<file path="src/rtl/action_input_if.sv">
// action_input_if
//   Valid/ready command channel from the input front end to the stats logic.
//   master (action_input): drives cmd_valid and cmd_code, samples cmd_ready.
//   slave  (stats logic):  samples cmd_valid and cmd_code, drives cmd_ready.
//   Signals:
//     cmd_valid - an action command is offered
//     cmd_code  - index of the offered action (0-7)
//     cmd_ready - consumer accepts when high together with cmd_valid at a rising edge
interface action_input_if;
  logic       cmd_valid;
  logic [2:0] cmd_code;
  logic       cmd_ready;

  modport master (
    output cmd_valid,
    output cmd_code,
    input  cmd_ready
  );

  modport slave (
    input  cmd_valid,
    input  cmd_code,
    output cmd_ready
  );
endinterface

</file>
<file path="src/rtl/action_input.sv">
// action_input
//   Pet-game input front end: synchronizes and debounces the eight raw user
//   switches and turns each debounced press into one action command offered
//   over a valid/ready channel.
//   Ports:
//     clk      - system clock, all state on the rising edge
//     rst_n    - asynchronous active-low reset
//     buttons  - raw asynchronous switch levels, active high, bit i = action i
//     pressed  - debounced switch levels
//     dropped  - one-cycle pulse when a press is lost (action already pending)
//     cmd      - command channel (master side): cmd_valid, cmd_code, cmd_ready
//   Parameter:
//     DEBOUNCE_COUNT - debounce sample period in clock cycles (>= 2)
module action_input #(
  parameter logic [23:0] DEBOUNCE_COUNT = 24'd50_000
) (
  input  logic                 clk,
  input  logic                 rst_n,
  input  logic [7:0]           buttons,
  output logic [7:0]           pressed,
  output logic                 dropped,
  action_input_if.master       cmd
);

  typedef enum logic {IDLE, OFFER} state_t;

  logic [7:0]  sync1_q, sync2_q;
  logic [23:0] cnt_q, cnt_d;
  logic        tick;
  logic [1:0]  dc_q [8];
  logic [1:0]  dc_d [8];
  logic [7:0]  pressed_q, pressed_d;
  logic [7:0]  prev_q;
  logic [7:0]  rise;
  logic [7:0]  pending_q, pending_d;
  logic [7:0]  clr_mask;
  logic [2:0]  sel;
  logic        dropped_q, dropped_d;
  state_t      state_q;
  logic        valid_q;
  logic [2:0]  code_q;

  // Prescaler: one debounce sample per DEBOUNCE_COUNT cycles.
  assign tick  = (cnt_q == DEBOUNCE_COUNT - 24'd1);
  assign cnt_d = tick ? 24'd0 : cnt_q + 24'd1;

  // A level change needs three consecutive disagreeing ticks; the toggle
  // happens on the third one (counter already at 2).
  always_comb begin
    pressed_d = pressed_q;
    for (int i = 0; i < 8; i++) begin
      dc_d[i] = dc_q[i];
      if (tick) begin
        if (sync2_q[i] != pressed_q[i]) begin
          if (dc_q[i] == 2'd2) begin
            pressed_d[i] = ~pressed_q[i];
            dc_d[i]      = 2'd0;
          end else begin
            dc_d[i] = dc_q[i] + 2'd1;
          end
        end else begin
          dc_d[i] = 2'd0;
        end
      end
    end
  end

  assign rise = pressed_q & ~prev_q;

  // Lowest pending index wins.
  always_comb begin
    sel = 3'd0;
    for (int i = 7; i >= 0; i--) begin
      if (pending_q[i]) sel = 3'(i);
    end
  end

  assign clr_mask = ((state_q == IDLE) && (pending_q != 8'd0)) ? (8'b1 << sel) : 8'd0;

  // A rise landing on the bit IDLE is clearing wins (set beats clear) and is
  // not a drop; only a rise onto a still-pending bit is lost.
  assign pending_d = (pending_q & ~clr_mask) | rise;
  assign dropped_d = |(rise & pending_q & ~clr_mask);

  always_ff @(posedge clk or negedge rst_n) begin
    if (!rst_n) begin
      sync1_q   <= 8'd0;
      sync2_q   <= 8'd0;
      cnt_q     <= 24'd0;
      pressed_q <= 8'd0;
      prev_q    <= 8'd0;
      pending_q <= 8'd0;
      dropped_q <= 1'b0;
      for (int i = 0; i < 8; i++) dc_q[i] <= 2'd0;
    end else begin
      sync1_q   <= buttons;
      sync2_q   <= sync1_q;
      cnt_q     <= cnt_d;
      pressed_q <= pressed_d;
      prev_q    <= pressed_q;
      pending_q <= pending_d;
      dropped_q <= dropped_d;
      for (int i = 0; i < 8; i++) dc_q[i] <= dc_d[i];
    end
  end

  // Command FSM with registered valid/code.
  always_ff @(posedge clk or negedge rst_n) begin
    if (!rst_n) begin
      state_q <= IDLE;
      valid_q <= 1'b0;
      code_q  <= 3'd0;
    end else begin
      case (state_q)
        IDLE: begin
          if (pending_q != 8'd0) begin
            code_q  <= sel;
            valid_q <= 1'b1;
            state_q <= OFFER;
          end
        end
        OFFER: begin
          if (cmd.cmd_ready) begin
            valid_q <= 1'b0;
            state_q <= IDLE;
          end
        end
        default: begin
          valid_q <= 1'b0;
          state_q <= IDLE;
        end
      endcase
    end
  end

  assign pressed       = pressed_q;
  assign dropped       = dropped_q;
  assign cmd.cmd_valid = valid_q;
  assign cmd.cmd_code  = code_q;

endmodule

</file>
<file path="src/flat_wrapper.sv">
// flat-port wrapper written by rule: the top's interface ports become plain ports
module action_input_flat 
#(
  parameter logic [23:0] DEBOUNCE_COUNT = 24'd50_000
)
  (clk, rst_n, buttons, pressed, dropped, cmd_cmd_valid, cmd_cmd_code, cmd_cmd_ready);
  action_input_if cmd_i ();
  input  logic clk;
  input  logic rst_n;
  input  logic [7:0] buttons;
  output logic [7:0] pressed;
  output logic dropped;
  output wire logic [$bits(cmd_i.cmd_valid)-1:0] cmd_cmd_valid;
  output wire logic [$bits(cmd_i.cmd_code)-1:0] cmd_cmd_code;
  input wire logic [$bits(cmd_i.cmd_ready)-1:0] cmd_cmd_ready;
  assign cmd_cmd_valid = cmd_i.cmd_valid;
  assign cmd_cmd_code = cmd_i.cmd_code;
  assign cmd_i.cmd_ready = cmd_cmd_ready;
  action_input #(.DEBOUNCE_COUNT(DEBOUNCE_COUNT)) u_core (.clk(clk), .rst_n(rst_n), .buttons(buttons), .pressed(pressed), .dropped(dropped), .cmd(cmd_i));
endmodule
</file>
<file path="config.mk">
export PLATFORM = sky130hd
export DESIGN_NAME = action_input_flat
export DESIGN_NICKNAME = d
export VERILOG_FILES = /design/src/rtl/action_input_if.sv /design/src/rtl/action_input.sv /design/src/flat_wrapper.sv
export SDC_FILE = /design/constraint.sdc
export NUM_CORES = 1
export LEC_CHECK = 0
export CORE_AREA = 2 2 93 95
export CTS_BUF_LIST = sky130_fd_sc_hd__clkbuf_4
export DETAILED_ROUTE_END_ITERATION = 8
export DIE_AREA = 0 0 95 97
export HOLD_SLACK_MARGIN = 0.12
export PLACE_DENSITY = 0.65
export SYNTH_ARGS = -nofsm -noshare
export SYNTH_HDL_FRONTEND = slang
export SYNTH_SLANG_ARGS = --single-unit
</file>
<file path="constraint.sdc">
create_clock -name clk -period 2.5 [get_ports clk]
set_clock_uncertainty 0.2 [all_clocks]
set_input_delay 0.5 -clock clk [delete_from_list [all_inputs] [get_ports clk]]
set_output_delay 0.5 -clock clk [all_outputs]
set_load 0.005 [all_outputs]
</file>
==> flow_summary.yaml, run 1 <==
worst_setup_path:
  crit_cells: 5
  worst_path_arrival_time_ns: 2.58
  crit_buf_inv: 1
  worst-path-max-fanout: 17
  crit_type: "flip-flop to flip-flop"
  cpLargestDelayFamily: "simple AND/OR/NAND/NOR gates"
  crit_path_cell_trace: "or4b_1 > or4_4 > buf_12 > nor2_8 > mux2_2"
  timing.critical_path.slowest_cell_delay_ns: 0.51
  critPathCaptureType: "flip-flop"
  crit_slowest_cell: "sky130_fd_sc_hd__or4b_1"
  crit_required_ns: 2.60
  reg2regPathDepth: 5
  timing.critical_path.from_type: "flip-flop"
final_layout:
  antenna_cells: 0
  flow.area_growth_from_synthesis_pct: 18.6
  layout.core_utilization_pct: 53.1
  final_net_count: 365
  fraction_of_final_layout_cells_with_drive_strength_greater_than_1_pct: 16.8
timing:
  fin_worst_hold_slack_ns: 0.159
  achievable-frequency_ghz: 0.404
  setup_slack_ns: 0.0248
  timing.max_slew.rel_slack_pct: 58.5
  final-hold-violation-count: 0
  slew_limit_fails: 0
  grt_setup_unrepaired: "true"
  finalSetupViolCount: 0
  max_slew.worst_pin.slew_ns: 0.617
  layout_min_cycle_time_ns: 2.48
  final_min_period_over_clock_period_pct: 99.0
worst_hold_path:
  worstHoldPathCells: 0
  hold_class: "flip-flop to flip-flop"
clock_tree:
  cts_buffers: 9
  clkSlewWorstSetupHoldPaths_ns: 0.13
  tritoncts_clock_tree: "yes"
  clock_sink_count: 86
  clock_tree.htree_level_count: 3
  cts.path.max_buffers: 2
  clk_latency_ns: 0.41
  clockRootBuffer: "sky130_fd_sc_hd__clkbuf_4"
drt:
  drt-vias-per-instance: 5.11
  detail_routed_net_length_per_standard_cell_um: 13.7
  drt_drc_violations_left: 0
  postRouteAntennaNets: 0
  vias: 2365
  drt_iter0_drc: 95
  finalWirelength_um: 6360
  drt_first_pass_iters: 4
synth:
  synth_top_area_cell: "sky130_fd_sc_hd__dfrtp_1"
  postSynthNetCount: 319
  synthArstFlopShare_pct: 100
  ys_top_cells_by_area: "sky130_fd_sc_hd__dfrtp_1 59%, sky130_fd_sc_hd__xnor2_1 5.3%, sky130_fd_sc_hd__mux2_2 4.3%, sky130_fd_sc_hd__nor2_1 2.6%, sky130_fd_sc_hd__xor2_1 1.9%"
  synth.yosys.warnings: 0
  ys_types: 45
  synth_top_cells_by_count: "86 x sky130_fd_sc_hd__dfrtp_1, 25 x sky130_fd_sc_hd__nor2_1, 22 x sky130_fd_sc_hd__xnor2_1"
  ys_ff_latch: 86
  synth_largest_type_area_fraction_pct: 59.1
  synth_enable_flop_cells: 0
  ys.flop_type: "sky130_fd_sc_hd__dfrtp_1"
  synth_cells: 307
  yosys.cell_count.top_type: "sky130_fd_sc_hd__dfrtp_1"
  syn_area_per_cell_um2: 11.9
  synth_seq_area_share_pct: 59.1
  post_synth_design_cell_area_um2: 3640
global_routing:
  grt_pass1_vias: 2392
  grt_max_degree: 41
  globalRouteTotalUtil_pct: 15.7
  grt.overflow.total: 0
  grt_pass1_wl_um: 11300
  grt_antenna_before_repair: 0
floorplan:
  fp.dieW_um: 95
  floorplan.die.height_um: 97
  io_pins: 24
  fp-row-count: 33
  core_region_area_um2: 8130
  initial_core_utilization_pct: 44.7
  die_area_um2: 9220
flow_run:
  max_cap_violations: 0
pwr:
  ir_worst_vdd_mv: 0.342
  power.density_cell_area_nw_per_um2: 525
  p_leak_nw: 1.93
  fin_total_pwr_mw: 2.27
place:
  buffer_ports.inserted: 23
  detailedPlace.worstSlack_ns: -0.0105
  gp_routability_congestion: 0.829
  detailedPlacementHpwl_um: 4490
run_status:
  result_of_the_run: "complete, no violations"
## per-layer routing
metal	up-vias	wire length [um]	GRT usage (%)
met5	-	0	0
met4	0	103	7.02
met3	8	203	3.12
met2	34	3020	23.7
met1	1151	3040	21.9
li1	1172	-	-
## final timing paths
check | end | startpoint | slack, ns
worst max-delay path | u_core.dc_q[1] | u_core.cnt_q[7] | 0.02
worst min-delay path | u_core.sync2_q[1] | u_core.sync1_q[1] | 0.16
worst max register to register | u_core.dc_q[1] | u_core.cnt_q[7] | 0.02
worst min register to register | u_core.sync2_q[1] | u_core.sync1_q[1] | 0.16
max in group asynchronous | u_core.cnt_q[4] | rst_n | 1.17
min in group asynchronous | u_core.pending_q[6] | rst_n | 0.31
## worst reg2reg max path, cell delays in order (launching register included)
cell,delay (ns)
sky130_fd_sc_hd__dfrtp_1,0.40
sky130_fd_sc_hd__or4b_1,0.51
sky130_fd_sc_hd__or4_4,0.50
sky130_fd_sc_hd__buf_12,0.18
sky130_fd_sc_hd__nor2_8,0.21
sky130_fd_sc_hd__mux2_2,0.36
## sequential cells by signal (all words and copies together) (netlist names)
register	cells
u_core.cmd.cmd_code	3
u_core.cmd.cmd_valid	1
u_core.cnt_q	24
u_core.dc_q	16
u_core.dropped	1
u_core.pending_q	8
u_core.pressed	8
u_core.prev_q	8
u_core.state_q	1
u_core.sync1_q	8
u_core.sync2_q	8
## report_power, final
| group | switching (mW) | internal [mW] | leakage (nW) |
|---|---|---|---|
| logic | 0.0359 | 0.0277 | 0.707 |
| clock network | 0.462 | 0.330 | 0.0735 |
| registers | 0.00748 | 1.41 | 1.15 |
| total | 0.506 | 1.76 | 1.93 |
## what timing repair did
action / CTS / global route
pin swaps: 0 / 1
setup endpoints to repair: 7 / 16
resized for setup: 4 / 6
hold buffers: 1 / 0
hold endpoints to repair: 64 / 0
gates cloned: 0 / 0
setup buffers: 1 / 0
## layout make-up
type	count	area [um^2]
Fill cell	708	3820
Sequential cell	86	2150
Multi-Input combinational cell	197	1430
Timing Repair Buffer	43	405
Tap cell	105	131
Clock buffer	11	82.6
Inverter	16	60.1
Clock inverter	5	58.8
## layout by cell type (no fill, tap or decap), types with 5 or more instances in the layout
cell                              count
sky130_fd_sc_hd__buf_4               18
sky130_fd_sc_hd__inv_1               16
sky130_fd_sc_hd__clkbuf_4            11
sky130_fd_sc_hd__nand2_1             18
sky130_fd_sc_hd__clkdlybuf4s50_1     22
sky130_fd_sc_hd__and3_1               5
sky130_fd_sc_hd__dfrtp_1             86
sky130_fd_sc_hd__mux2_2              11
sky130_fd_sc_hd__o21ai_1              7
sky130_fd_sc_hd__nor2_1              25
sky130_fd_sc_hd__nor4_1               9
sky130_fd_sc_hd__xnor2_1             22
sky130_fd_sc_hd__nand3_1              7
sky130_fd_sc_hd__xor2_1               8
sky130_fd_sc_hd__nor3_1              13
sky130_fd_sc_hd__o21ai_0             12
sky130_fd_sc_hd__nand4_1              7
## through the flow
step           cell area [um^2]  std cells  setup TNS (ns)
2_1_floorplan              3640        307               0
3_3_place_gp               4100        445               0
3_5_place_dp               4100        445         -0.0141
4_1_cts                    4290        463               0
5_1_grt                    4320        463          -0.476
6_report                   4320        463               0
## cells by family (layout without fill, tap and decap cells)
kind of cell             Yosys count  count (layout)  share of synthesized area (%)
AND/OR/NAND/NOR                  112             112                           18.5
XOR/XNOR                          30              30                           7.22
flip-flops                        86              86                           59.1
AO/OA/AOI/OAI                     37              37                           6.43
multiplexers                      17              17                           5.26
adder cells (fa/ha/maj)            1               1                          0.344
buffers and inverters             24              75                           3.13
Note: power is estimated with default switching activity, not from simulation.
==> run 2, diff against run 1 <==
--- a/config.mk
+++ b/config.mk
@@ -9,8 +9,9 @@
 export CTS_BUF_LIST = sky130_fd_sc_hd__clkbuf_4
 export DETAILED_ROUTE_END_ITERATION = 8
 export DIE_AREA = 0 0 95 97
-export HOLD_SLACK_MARGIN = 0.12
+export HOLD_SLACK_MARGIN = 0.02
 export PLACE_DENSITY = 0.65
 export SYNTH_ARGS = -nofsm -noshare
 export SYNTH_HDL_FRONTEND = slang
 export SYNTH_SLANG_ARGS = --single-unit
+export TNS_END_PERCENT = 50
==> flow_summary.yaml, run 2 (synthesis results as in run 1) <==
run_status:
  result_of_the_run: "complete, no violations"
pwr:
  ir_worst_vdd_mv: 0.341
  p_leak_nw: 1.93
  fin_total_pwr_mw: 2.27
  power.density_cell_area_nw_per_um2: 526
clock_tree:
  tritoncts_clock_tree: "yes"
  clkSlewWorstSetupHoldPaths_ns: 0.13
  clock_tree.htree_level_count: 3
  cts_buffers: 9
  clk_latency_ns: 0.41
  clock_sink_count: 86
  cts.path.max_buffers: 2
  clockRootBuffer: "sky130_fd_sc_hd__clkbuf_4"
floorplan:
  die_area_um2: 9220
  fp.dieW_um: 95
  fp-row-count: 33
  io_pins: 24
  initial_core_utilization_pct: 44.7
  floorplan.die.height_um: 97
  core_region_area_um2: 8130
drt:
  postRouteAntennaNets: 0
  finalWirelength_um: 6370
  drt_drc_violations_left: 0
  drt-vias-per-instance: 5.13
  vias: 2376
  met2WireLength_um: 3020
  wl_met1_um: 3030
  detail_routed_net_length_per_standard_cell_um: 13.7
  met3RoutedLength_um: 210
  drt_iter0_drc: 103
  drt_first_pass_iters: 4
  routed.top_layer: "met4"
worst_hold_path:
  hold_class: "flip-flop to flip-flop"
  min_to: "u_core.sync2_q[1]"
  hold_path_startpoint: "u_core.sync1_q[1]"
  worstHoldPathCells: 0
flow_run:
  max_cap_violations: 0
final_layout:
  layout.core_utilization_pct: 53.1
  antenna_cells: 0
  regMostFlops: "u_core.cnt_q"
  flow.area_growth_from_synthesis_pct: 18.6
  largest_registers: "u_core.cnt_q (24), u_core.dc_q (16)"
  layout.cells.most_common_list: "86 x sky130_fd_sc_hd__dfrtp_1, 25 x sky130_fd_sc_hd__nor2_1, 22 x sky130_fd_sc_hd__xnor2_1, 22 x sky130_fd_sc_hd__clkdlybuf4s50_1"
  largest_register_ffs: 24
  layout_commonest_cell: "sky130_fd_sc_hd__dfrtp_1"
  final_net_count: 365
  fraction_of_final_layout_cells_with_drive_strength_greater_than_1_pct: 16.8
global_routing:
  grt_pass1_wl_um: 11400
  grt_pass1_vias: 2388
  grt.overflow.total: 0
  grt_max_degree: 41
  grt_antenna_before_repair: 0
  globalRouteTotalUtil_pct: 15.8
timing:
  achievable-frequency_ghz: 0.404
  final-hold-violation-count: 0
  max_slew.worst_pin.slew_ns: 0.619
  slew_limit_fails: 0
  setup_total_negative_slack_ns: 0
  fin_worst_hold_slack_ns: 0.159
  timing.max_slew.rel_slack_pct: 58.3
  setup_slack_ns: 0.0250
  grt_setup_unrepaired: "true"
  finalSetupViolCount: 0
  layout_min_cycle_time_ns: 2.48
  final_min_period_over_clock_period_pct: 99.0
worst_setup_path:
  critical_path.reg2reg.startpoint: "u_core.cnt_q[7]"
  crit_required_ns: 2.60
  reg2reg_to: "u_core.dc_q[1]"
  critPathCaptureType: "flip-flop"
  worst_path_arrival_time_ns: 2.58
  crit_type: "flip-flop to flip-flop"
  timing.critical_path.from_type: "flip-flop"
  worst-path-max-fanout: 17
  reg2regPathDepth: 5
  setup.reg_to_reg.worst_slack_ns: 0.02
place:
  detailedPlace.worstSlack_ns: -0.0105
  gp_routability_congestion: 0.829
  detailedPlacementHpwl_um: 4490
  buffer_ports.inserted: 23
[run 2: cell counts in the layout (fill, tap and decap cells not counted)]
Identical to the previous run, type by type.
[run 2: power by group]
| group | switching, mW | internal, mW | leakage (nW) | total (mW) |
|---|---|---|---|---|
| Clock | 0.463 | 0.330 | 0.0735 | 0.793 |
| Sequential | 0.00744 | 1.41 | 1.15 | 1.41 |
| Combinational | 0.0359 | 0.0277 | 0.707 | 0.0636 |
| Total | 0.506 | 1.76 | 1.93 | 2.27 |
[run 2: final cells by class]
type / count / area, um^2
Clock buffer: 11 / 82.6
Clock inverter: 5 / 58.8
Fill cell: 708 / 3820
Inverter: 16 / 60.1
Multi-Input combinational cell: 197 / 1430
Sequential cell: 86 / 2150
Tap cell: 105 / 131
Timing Repair Buffer: 43 / 405
[run 2: metrics by stage]
stage               cell area, um^2  cells
floorplan                      3640    307
global placement               4100    445
detailed placement             4100    445
CTS                            4290    462
global route                   4320    463
finish                         4320    463
[run 2: layer usage]
| metal | up-vias | GRT usage, % |
|---|---|---|
| met5 | - | 0 |
| met4 | 0 | 7.02 |
| met3 | 8 | 3.12 |
| met2 | 40 | 23.7 |
| met1 | 1153 | 22.1 |
| li1 | 1175 | - |
[run 2: how the worst max path moves through the flow]
stage | cells after the start | from | end
after global placement | 5 | u_core.cnt_q[7] | u_core.pressed[2]
final | 5 | u_core.cnt_q[7] | u_core.dc_q[1]
after CTS | 5 | u_core.cnt_q[7] | u_core.pressed[7]
after global routing | 5 | u_core.cnt_q[7] | u_core.dc_q[0]
after floorplan | 6 | u_core.cnt_q[7] | u_core.dc_q[6]
after detailed placement | 5 | u_core.cnt_q[7] | u_core.pressed[2]
[run 2: repair_timing]
| item | in CTS | in global routing |
|---|---|---|
| hold buffers | 1 | 0 |
| resized for setup | 5 | 5 |
| pin swaps | 0 | 1 |
| endpoints found under the setup margin | 7 | 17 |
| hold endpoints to repair | 24 | 0 |
| setup buffers | 0 | 1 |
[run 2: worst max-delay path, cell delays in order (launching register included)]
cell	delay, ns
sky130_fd_sc_hd__dfrtp_1	0.40
sky130_fd_sc_hd__or4b_1	0.51
sky130_fd_sc_hd__or4_4	0.50
sky130_fd_sc_hd__buf_12	0.18
sky130_fd_sc_hd__nor2_8	0.21
sky130_fd_sc_hd__mux2_2	0.36
